**src/rtl/ysyx_23060171_exu_stage_pkg.sv**
```systemverilog
// Shared encodings and defaults for the NPC execute stage.
package ysyx_23060171_exu_stage_pkg;

    localparam int XLEN_DEF = 32;
    localparam int RW_DEF   = 5;

    typedef enum logic [2:0] {
        BR_NONE = 3'b000,
        BR_BEQ  = 3'b001,
        BR_BNE  = 3'b010,
        BR_BLT  = 3'b011,
        BR_BGE  = 3'b100,
        BR_BLTU = 3'b101,
        BR_BGEU = 3'b110,
        BR_JUMP = 3'b111
    } br_e;

    typedef enum logic [2:0] {
        ALU_ADD = 3'b000,
        ALU_SUB = 3'b001,
        ALU_XOR = 3'b010,
        ALU_OR  = 3'b011
    } alu_ctl_e;

    // Conditional branches are every encoding except "none" and "jump".
    function automatic logic is_cond_branch(input logic [2:0] br);
        return (br != BR_NONE) && (br != BR_JUMP);
    endfunction

endpackage

```
**src/rtl/ysyx_23060171_exu_stage_alu.sv**
```systemverilog
// 32-bit ALU: add/sub/xor/or with carry, overflow, zero and negative flags.
// For subtraction cf=1 means no borrow (a >= b unsigned).
module ysyx_23060171_alu
    import ysyx_23060171_exu_stage_pkg::*;
(
    input  logic [31:0] i_a,
    input  logic [31:0] i_b,
    input  logic [2:0]  i_ctl,
    output logic [31:0] o_result,
    output logic        o_cf,
    output logic        o_of,
    output logic        o_zf,
    output logic        o_nf
);

    logic        w_is_sub;
    logic [31:0] w_b_eff;
    logic [32:0] w_sum;

    assign w_is_sub = (i_ctl == ALU_SUB);
    assign w_b_eff  = w_is_sub ? ~i_b : i_b;
    assign w_sum    = {1'b0, i_a} + {1'b0, w_b_eff} + {32'd0, w_is_sub};

    // Result select; undefined controls fall to zero.
    always_comb begin
        o_result = '0;
        case (i_ctl)
            ALU_ADD, ALU_SUB: o_result = w_sum[31:0];
            ALU_XOR:          o_result = i_a ^ i_b;
            ALU_OR:           o_result = i_a | i_b;
            default:          o_result = '0;
        endcase
    end

    assign o_cf = w_sum[32];
    assign o_of = (i_a[31] == w_b_eff[31]) && (w_sum[31] != i_a[31]);
    assign o_zf = (o_result == 32'd0);
    assign o_nf = o_result[31];

endmodule

```
**src/rtl/ysyx_23060171_exu_stage.sv**
```systemverilog
// Execute stage: operand select, ALU, branch/jump resolution and a
// one-entry output buffer with valid/ready on both sides plus flush.
// The ALU is fixed at 32 bits, so XLEN must stay 32.
module ysyx_23060171_exu_stage
    import ysyx_23060171_exu_stage_pkg::*;
#(
    parameter int XLEN = XLEN_DEF,
    parameter int RW   = RW_DEF
) (
    input  logic            clk,
    input  logic            rst_n,
    input  logic            flush,
    input  logic            in_valid,
    output logic            in_ready,
    input  logic [XLEN-1:0] in_pc,
    input  logic [XLEN-1:0] in_rs1,
    input  logic [XLEN-1:0] in_rs2,
    input  logic [XLEN-1:0] in_imm,
    input  logic            in_asel,
    input  logic            in_bsel,
    input  logic [2:0]      in_aluctl,
    input  logic [2:0]      in_br,
    input  logic            in_jr,
    input  logic [RW-1:0]   in_rd,
    input  logic            in_wen,
    output logic            out_valid,
    input  logic            out_ready,
    output logic [XLEN-1:0] out_result,
    output logic [RW-1:0]   out_rd,
    output logic            out_wen,
    output logic            out_redirect,
    output logic [XLEN-1:0] out_target
);

    logic            w_is_cond;
    logic            w_is_jump;
    logic [31:0]     w_alu_a;
    logic [31:0]     w_alu_b;
    logic [2:0]      w_alu_ctl;
    logic [31:0]     w_alu_result;
    logic            w_cf;
    logic            w_of;
    logic            w_zf;
    logic            w_nf;
    logic            w_eq;
    logic            w_lt;
    logic            w_ltu;
    logic            w_taken;
    logic [XLEN-1:0] w_pc_imm;
    logic [XLEN-1:0] w_rs1_imm;
    logic [XLEN-1:0] w_pc_4;
    logic [XLEN-1:0] w_target;
    logic [XLEN-1:0] w_result;
    logic            w_wen;
    logic            w_in_fire;
    logic            w_out_fire;

    logic            r_valid;
    logic [XLEN-1:0] r_result;
    logic [XLEN-1:0] r_target;
    logic [RW-1:0]   r_rd;
    logic            r_wen;
    logic            r_taken;

    assign w_is_cond = is_cond_branch(in_br);
    assign w_is_jump = (in_br == BR_JUMP);

    // Conditional branches always compare rs1 against rs2 via subtraction.
    assign w_alu_a   = w_is_cond ? in_rs1 : (in_asel ? in_pc : in_rs1);
    assign w_alu_b   = w_is_cond ? in_rs2 : (in_bsel ? in_imm : in_rs2);
    assign w_alu_ctl = w_is_cond ? ALU_SUB : in_aluctl;

    ysyx_23060171_alu u_alu (
        .i_a      (w_alu_a),
        .i_b      (w_alu_b),
        .i_ctl    (w_alu_ctl),
        .o_result (w_alu_result),
        .o_cf     (w_cf),
        .o_of     (w_of),
        .o_zf     (w_zf),
        .o_nf     (w_nf)
    );

    assign w_eq  = w_zf;
    assign w_lt  = w_nf ^ w_of;
    assign w_ltu = ~w_cf;

    // Branch decision from the ALU flags; jumps are always taken.
    always_comb begin
        w_taken = 1'b0;
        case (in_br)
            BR_BEQ:  w_taken = w_eq;
            BR_BNE:  w_taken = ~w_eq;
            BR_BLT:  w_taken = w_lt;
            BR_BGE:  w_taken = ~w_lt;
            BR_BLTU: w_taken = w_ltu;
            BR_BGEU: w_taken = ~w_ltu;
            BR_JUMP: w_taken = 1'b1;
            default: w_taken = 1'b0;
        endcase
    end

    assign w_pc_imm  = in_pc + in_imm;
    assign w_rs1_imm = in_rs1 + in_imm;
    assign w_pc_4    = in_pc + 32'd4;
    assign w_target  = (w_is_jump && in_jr) ? (w_rs1_imm & ~32'd1) : w_pc_imm;
    assign w_result  = w_is_jump ? w_pc_4 : w_alu_result;
    assign w_wen     = w_is_cond ? 1'b0 : in_wen;

    assign in_ready   = ~r_valid | out_ready;
    assign w_in_fire  = in_valid & in_ready;
    assign w_out_fire = r_valid & out_ready;

    // Output buffer: flush beats a new accept, a new accept beats a drain.
    always_ff @(posedge clk or negedge rst_n) begin
        if (!rst_n) begin
            r_valid  <= 1'b0;
            r_result <= '0;
            r_target <= '0;
            r_rd     <= '0;
            r_wen    <= 1'b0;
            r_taken  <= 1'b0;
        end else if (flush) begin
            r_valid  <= 1'b0;
        end else if (w_in_fire) begin
            r_valid  <= 1'b1;
            r_result <= w_result;
            r_target <= w_target;
            r_rd     <= in_rd;
            r_wen    <= w_wen;
            r_taken  <= w_taken;
        end else if (w_out_fire) begin
            r_valid  <= 1'b0;
        end
    end

    assign out_valid    = r_valid;
    assign out_result   = r_result;
    assign out_target   = r_target;
    assign out_rd       = r_rd;
    assign out_wen      = r_valid & r_wen;
    assign out_redirect = r_valid & r_taken;

endmodule

```
**config.mk**
```make
export PLATFORM = sky130hd
export DESIGN_NAME = ysyx_23060171_exu_stage
export DESIGN_NICKNAME = d
export VERILOG_FILES = /design/src/rtl/ysyx_23060171_exu_stage_pkg.sv /design/src/rtl/ysyx_23060171_exu_stage_alu.sv /design/src/rtl/ysyx_23060171_exu_stage.sv
export SDC_FILE = /design/constraint.sdc
export NUM_CORES = 1
export LEC_CHECK = 0
export ABC_AREA = 1
export BUFFER_PORTS_ARGS = -buffer_cell sky130_fd_sc_hd__buf_2
export CAP_MARGIN = 20
export CORE_MARGIN = 1.5
export CORE_UTILIZATION = 54
export DETAILED_ROUTE_END_ITERATION = 12
export GPL_ROUTABILITY_DRIVEN = 0
export MAX_ROUTING_LAYER = met4
export PLACE_DENSITY = 0.77
export SLEW_MARGIN = 20
export SYNTH_ARGS = -nofsm -noshare
export SYNTH_HDL_FRONTEND = slang
export SYNTH_HIERARCHICAL = 1
export SYNTH_SLANG_ARGS = --single-unit
```
**constraint.sdc**
```tcl
create_clock -name clk -period 1.4 [get_ports clk]
set_clock_uncertainty 0.1 [all_clocks]
set_input_delay 0.28 -clock clk [delete_from_list [all_inputs] [get_ports clk]]
set_output_delay 0.28 -clock clk [all_outputs]
set_load 0.01 [all_outputs]
```
==> results.json, run 1 <==
{
  "status": "stopped before the end",
  "haltStage": "5_1_grt",
  "tool.error": "[ERROR GRT-0116] Global routing finished with congestion. Check the congestion regions in the DRC Viewer.",
  "yosysUniqueCellTypes": 50,
  "place_ws_ps": -3190,
  "cts-root-buf": "clkbuf_16",
  "ys.flop_type": "dfrtp_1",
  "port_buffers": 220,
  "syn_avg_cell_area_um2": 5.61,
  "syn_area_mm2": 0.0140,
  "ys_async_sr_fraction_pct": 100,
  "syn_inst": 2502,
  "grt_max_degree": 73,
  "synth_top_area_share_pct": 24.2,
  "boundaryPins": 221,
  "yosysTopAreaCell": "nand2_1",
  "synth_fp_nets": 2785,
  "row_count": 58,
  "synth_common_cells": "nand2_1, inv_1, nor2_1",
  "htreeDepth": 3,
  "synth_warnings": 6,
  "grt_pass1_vias": 27300,
  "die_y_um": 164,
  "place_area_mm2": 0.0201,
  "die_w_um": 164,
  "synth.area.top_cells": "nand2_1, dfrtp_1, inv_1",
  "start_util_pct": 55.4,
  "cts.sinks": 72,
  "synth.most_common_cell": "nand2_1",
  "place_hpwl_um": 50400,
  "cts_buffers": 9,
  "yosysSeqAreaShare_pct": 12.8,
  "overflow": 52,
  "grt_pass1_wl_um": 163000,
  "ys_seq_elements": 72,
  "ctsLongestPathBuffers": 2,
  "gr-usage-all-layers_pct": 82.9,
  "synth_edf_count": 0
}
-- through the flow --
step           hold WS [ps]  std cells  utilization (%)
2_1_floorplan          -116       2502                -
3_5_place_dp            234       3457             79.2
4_1_cts                11.2       3556             91.4
3_3_place_gp            230       3457             79.2
-- routing by layer --
layer	global-route usage, %	overflow
met5	-	-
met2	94.8	25
met3	72.2	4
met1	80.0	2
met4	82.5	21
-- cells by family after synthesis --
family | after synthesis | share of synthesized area (%)
AOI/OAI and AO/OA | 251 | 9.65
xor gates and xnor gates | 62 | 3.87
adders and majority gates | 135 | 12.2
buffers and inverters | 511 | 14.2
DFF | 72 | 12.8
muxes | 35 | 3.61
and+or+nand+nor | 1436 | 43.6
-- timing repair --
action                                  CTS
endpoints found under the hold margin    72
endpoints found under the setup margin   74
gates cloned                              5
setup buffers                            83
resized for setup                       604
pin swaps                               302
hold buffers                              1
==> run 2, diff against run 1 <==
- CORE_UTILIZATION: 54 -> 40
- MAX_ROUTING_LAYER: met4 -> unset
- PLACE_DENSITY: 0.77 -> unset
- PLACE_DENSITY_LB_ADDON: unset -> 0.15
- clock period: 1.4 -> 1.8 ns (I/O delays scaled with it)
==> run 2 against run 1 <==
Effect of this change:
- the flow now finishes, with violations (negative setup slack)
- synthesized area did not move
- synthesized cell count did not move
==> results.json, run 2 <==
{
  "status": "finished with violations",
  "violations": "negative setup slack",
  "ctsLongestPathBuffers": 2,
  "fin_crit_ps": 3950,
  "maxSlewViolCount": 0,
  "synth_common_cells": "nand2_1, inv_1, nor2_1",
  "worstPathArrival_ps": 4180,
  "ys.flop_type": "dfrtp_1",
  "final_core_util_pct": 65.0,
  "p_leak_nw": 12.7,
  "rsz0062_at_grt": "yes",
  "avgViaCountPerCell": 5.20,
  "finalWorstSetupSlack_ps": -2150,
  "ys_async_sr_fraction_pct": 100,
  "synth_fp_nets": 2785,
  "cts_tree": "yes",
  "timing.fmax_mhz": 253,
  "overflow": 0,
  "die_w_um": 190,
  "boundaryPins": 221,
  "wl_um": 65600,
  "port_buffers": 220,
  "combinationalPowerShare_pct": 71.6,
  "vias": 19200,
  "power_frac_seq_pct": 14.9,
  "p_clk_share_pct": 13.5,
  "nets": 3522,
  "synth_top_area_share_pct": 24.2,
  "n_antenna_cell": 0,
  "gr-usage-all-layers_pct": 34.5,
  "syn_inst": 2502,
  "drc": 0,
  "start_kind": "input port",
  "syn_area_mm2": 0.0140,
  "ys_seq_elements": 72,
  "first_pass_iters": 9,
  "critPathSlowestCell": "ha_4",
  "core_mm2": 0.0345,
  "wl_per_cell_um": 17.7,
  "cp.required_ps": 2020,
  "area_delta_synth_final_pct": 60.0,
  "slew_headroom_pct": 63.6,
  "setup_viol": 57,
  "clock_latency_ps": 380,
  "clk_pin_slew_worst_paths_ps": 60,
  "yosysUniqueCellTypes": 50,
  "final_cell_count_no_fill": 3699,
  "layout-drive-gt1-share_pct": 39.6,
  "row_count": 68,
  "worst-path-max-fanout": 6,
  "worstSetupEndpointType": "flip-flop",
  "tightest_slew_ps": 540,
  "swShare_pct": 46.7,
  "synth.area.top_cells": "nand2_1, dfrtp_1, inv_1",
  "cts.sinks": 72,
  "hold_viol_final": 0,
  "synth.most_common_cell": "nand2_1",
  "max_cap_viol_count": 0,
  "final_cell_mix": "nand2_1, buf_4, inv_1",
  "syn_avg_cell_area_um2": 5.61,
  "crit_type": "input port to flip-flop",
  "final_antenna_net_count": 0,
  "yosysSeqAreaShare_pct": 12.8,
  "grt_pass1_wl_um": 96100,
  "power.total_mw": 15.2,
  "cts-root-buf": "clkbuf_16",
  "final_common_cell": "nand2_1",
  "cellPowerDensity_mw_per_mm2": 677,
  "grt_max_degree": 73,
  "synth_edf_count": 0,
  "switching_power_mw": 7.10,
  "die_y_um": 190,
  "die_area_mm2": 0.0362,
  "htreeDepth": 3,
  "p_int_mw": 8.09,
  "place_hpwl_um": 51300,
  "critical_path.max_stage_delay_ps": 350,
  "worst_hold_path_type": "input port to flip-flop",
  "dp.cells": 3615,
  "synth_warnings": 6,
  "cts_buffers": 9,
  "vdd_drop_max_mv": 0.577,
  "grt_pass1_vias": 18300,
  "drt-initial-drc-count": 1685,
  "yosysTopAreaCell": "nand2_1",
  "start_util_pct": 40.6,
  "final_min_period_over_clock_period_pct": 220,
  "antenna_found_initial": 0
}
run 2: cell counts after synthesis:
No cell type changed its count.
run 2: power groups by stage:
stage	Combinational [mW]	Clock (mW)	Sequential (mW)
floorplan	4.40	0	2.43
global placement	8.40	0	2.27
detailed placement	8.51	0	2.28
CTS	9.76	2.07	2.26
global route	11.6	2.12	2.30
finish	10.9	2.04	2.26
run 2: per-layer routing:
layer  vias to the layer above  GRT usage, %  wire, um
li1                       9270             -         -
met1                      8889          43.3     26400
met2                       872          58.8     30700
met3                       214          4.82      5250
met4                         0          15.2      3330
met5                         -             0         0
run 2: area by class of cell:
type / count / area, um2
multi-input combinational: 1920 / 12300
inverter: 463 / 1780
timing repair buffer: 773 / 5670
tap: 455 / 569
clock inverter: 5 / 55.1
fill: 3056 / 12100
clock buffer: 11 / 253
sequential: 72 / 1800
run 2: kinds of logic (layout without fill, tap and decap cells):
logic type | after synthesis | count (layout) | synth area share [%]
multiplexers | 35 | 35 | 3.61
XOR/XNOR | 62 | 62 | 3.87
adder cells (fa/ha/maj) | 135 | 135 | 12.2
AO/OA/AOI/OAI | 251 | 251 | 9.65
buffers and inverters | 511 | 1252 | 14.2
AND/OR/NAND/NOR | 1436 | 1437 | 43.6
flip-flops | 72 | 72 | 12.8
run 2: per-stage QoR:
stage	hold slack [ps]	setup WS, ps	cell area, um2	setup TNS (ps)
finish	79.1	-2150	22400	-48090
global route	80.3	-2260	22400	-54530
CTS	66.4	-2010	21500	-43520
detailed placement	317	-2820	19500	-80180
global placement	312	-2810	19500	-77710
floorplan	-35.6	-1840	14300	-37840
run 2: critical path, delay by kind of cell:
family / cells / cell delay (ps)
AND/OR/NAND/NOR: 21 / 1850
adder cells (fa/ha/maj): 1 / 350
AO/OA/AOI/OAI: 5 / 590
buffers and inverters: 7 / 820
XOR/XNOR: 1 / 150
run 2: final timing paths:
path / end / start / cells past startpoint / slack, ps
max in group asynchronous: out_target[5]$_DFFE_PN0P_ / rst_n / 3 / 770
hold reg to reg: out_rd[3]$_DFFE_PN0P_ / out_rd[3]$_DFFE_PN0P_ / 2 / 380
setup / recovery: r_taken$_DFFE_PN0P_ / in_br[1] / 35 / -2150
hold / removal: out_valid$_DFFE_PN0P_ / flush / 2 / 80
setup reg to reg: out_target[31]$_DFFE_PN0P_ / out_valid$_DFFE_PN0P_ / 7 / 40
min in group asynchronous: out_result[24]$_DFFE_PN0P_ / rst_n / 3 / 440
run 2: what timing repair did:
item	CTS	global route
endpoints found under the hold margin	72	0
setup endpoints to repair	60	62
setup buffers	43	21
gates resized for setup	312	162
cloned	4	0
hold buffers	1	0
pin swaps	119	92
Note: power is estimated with default switching activity, not from simulation.
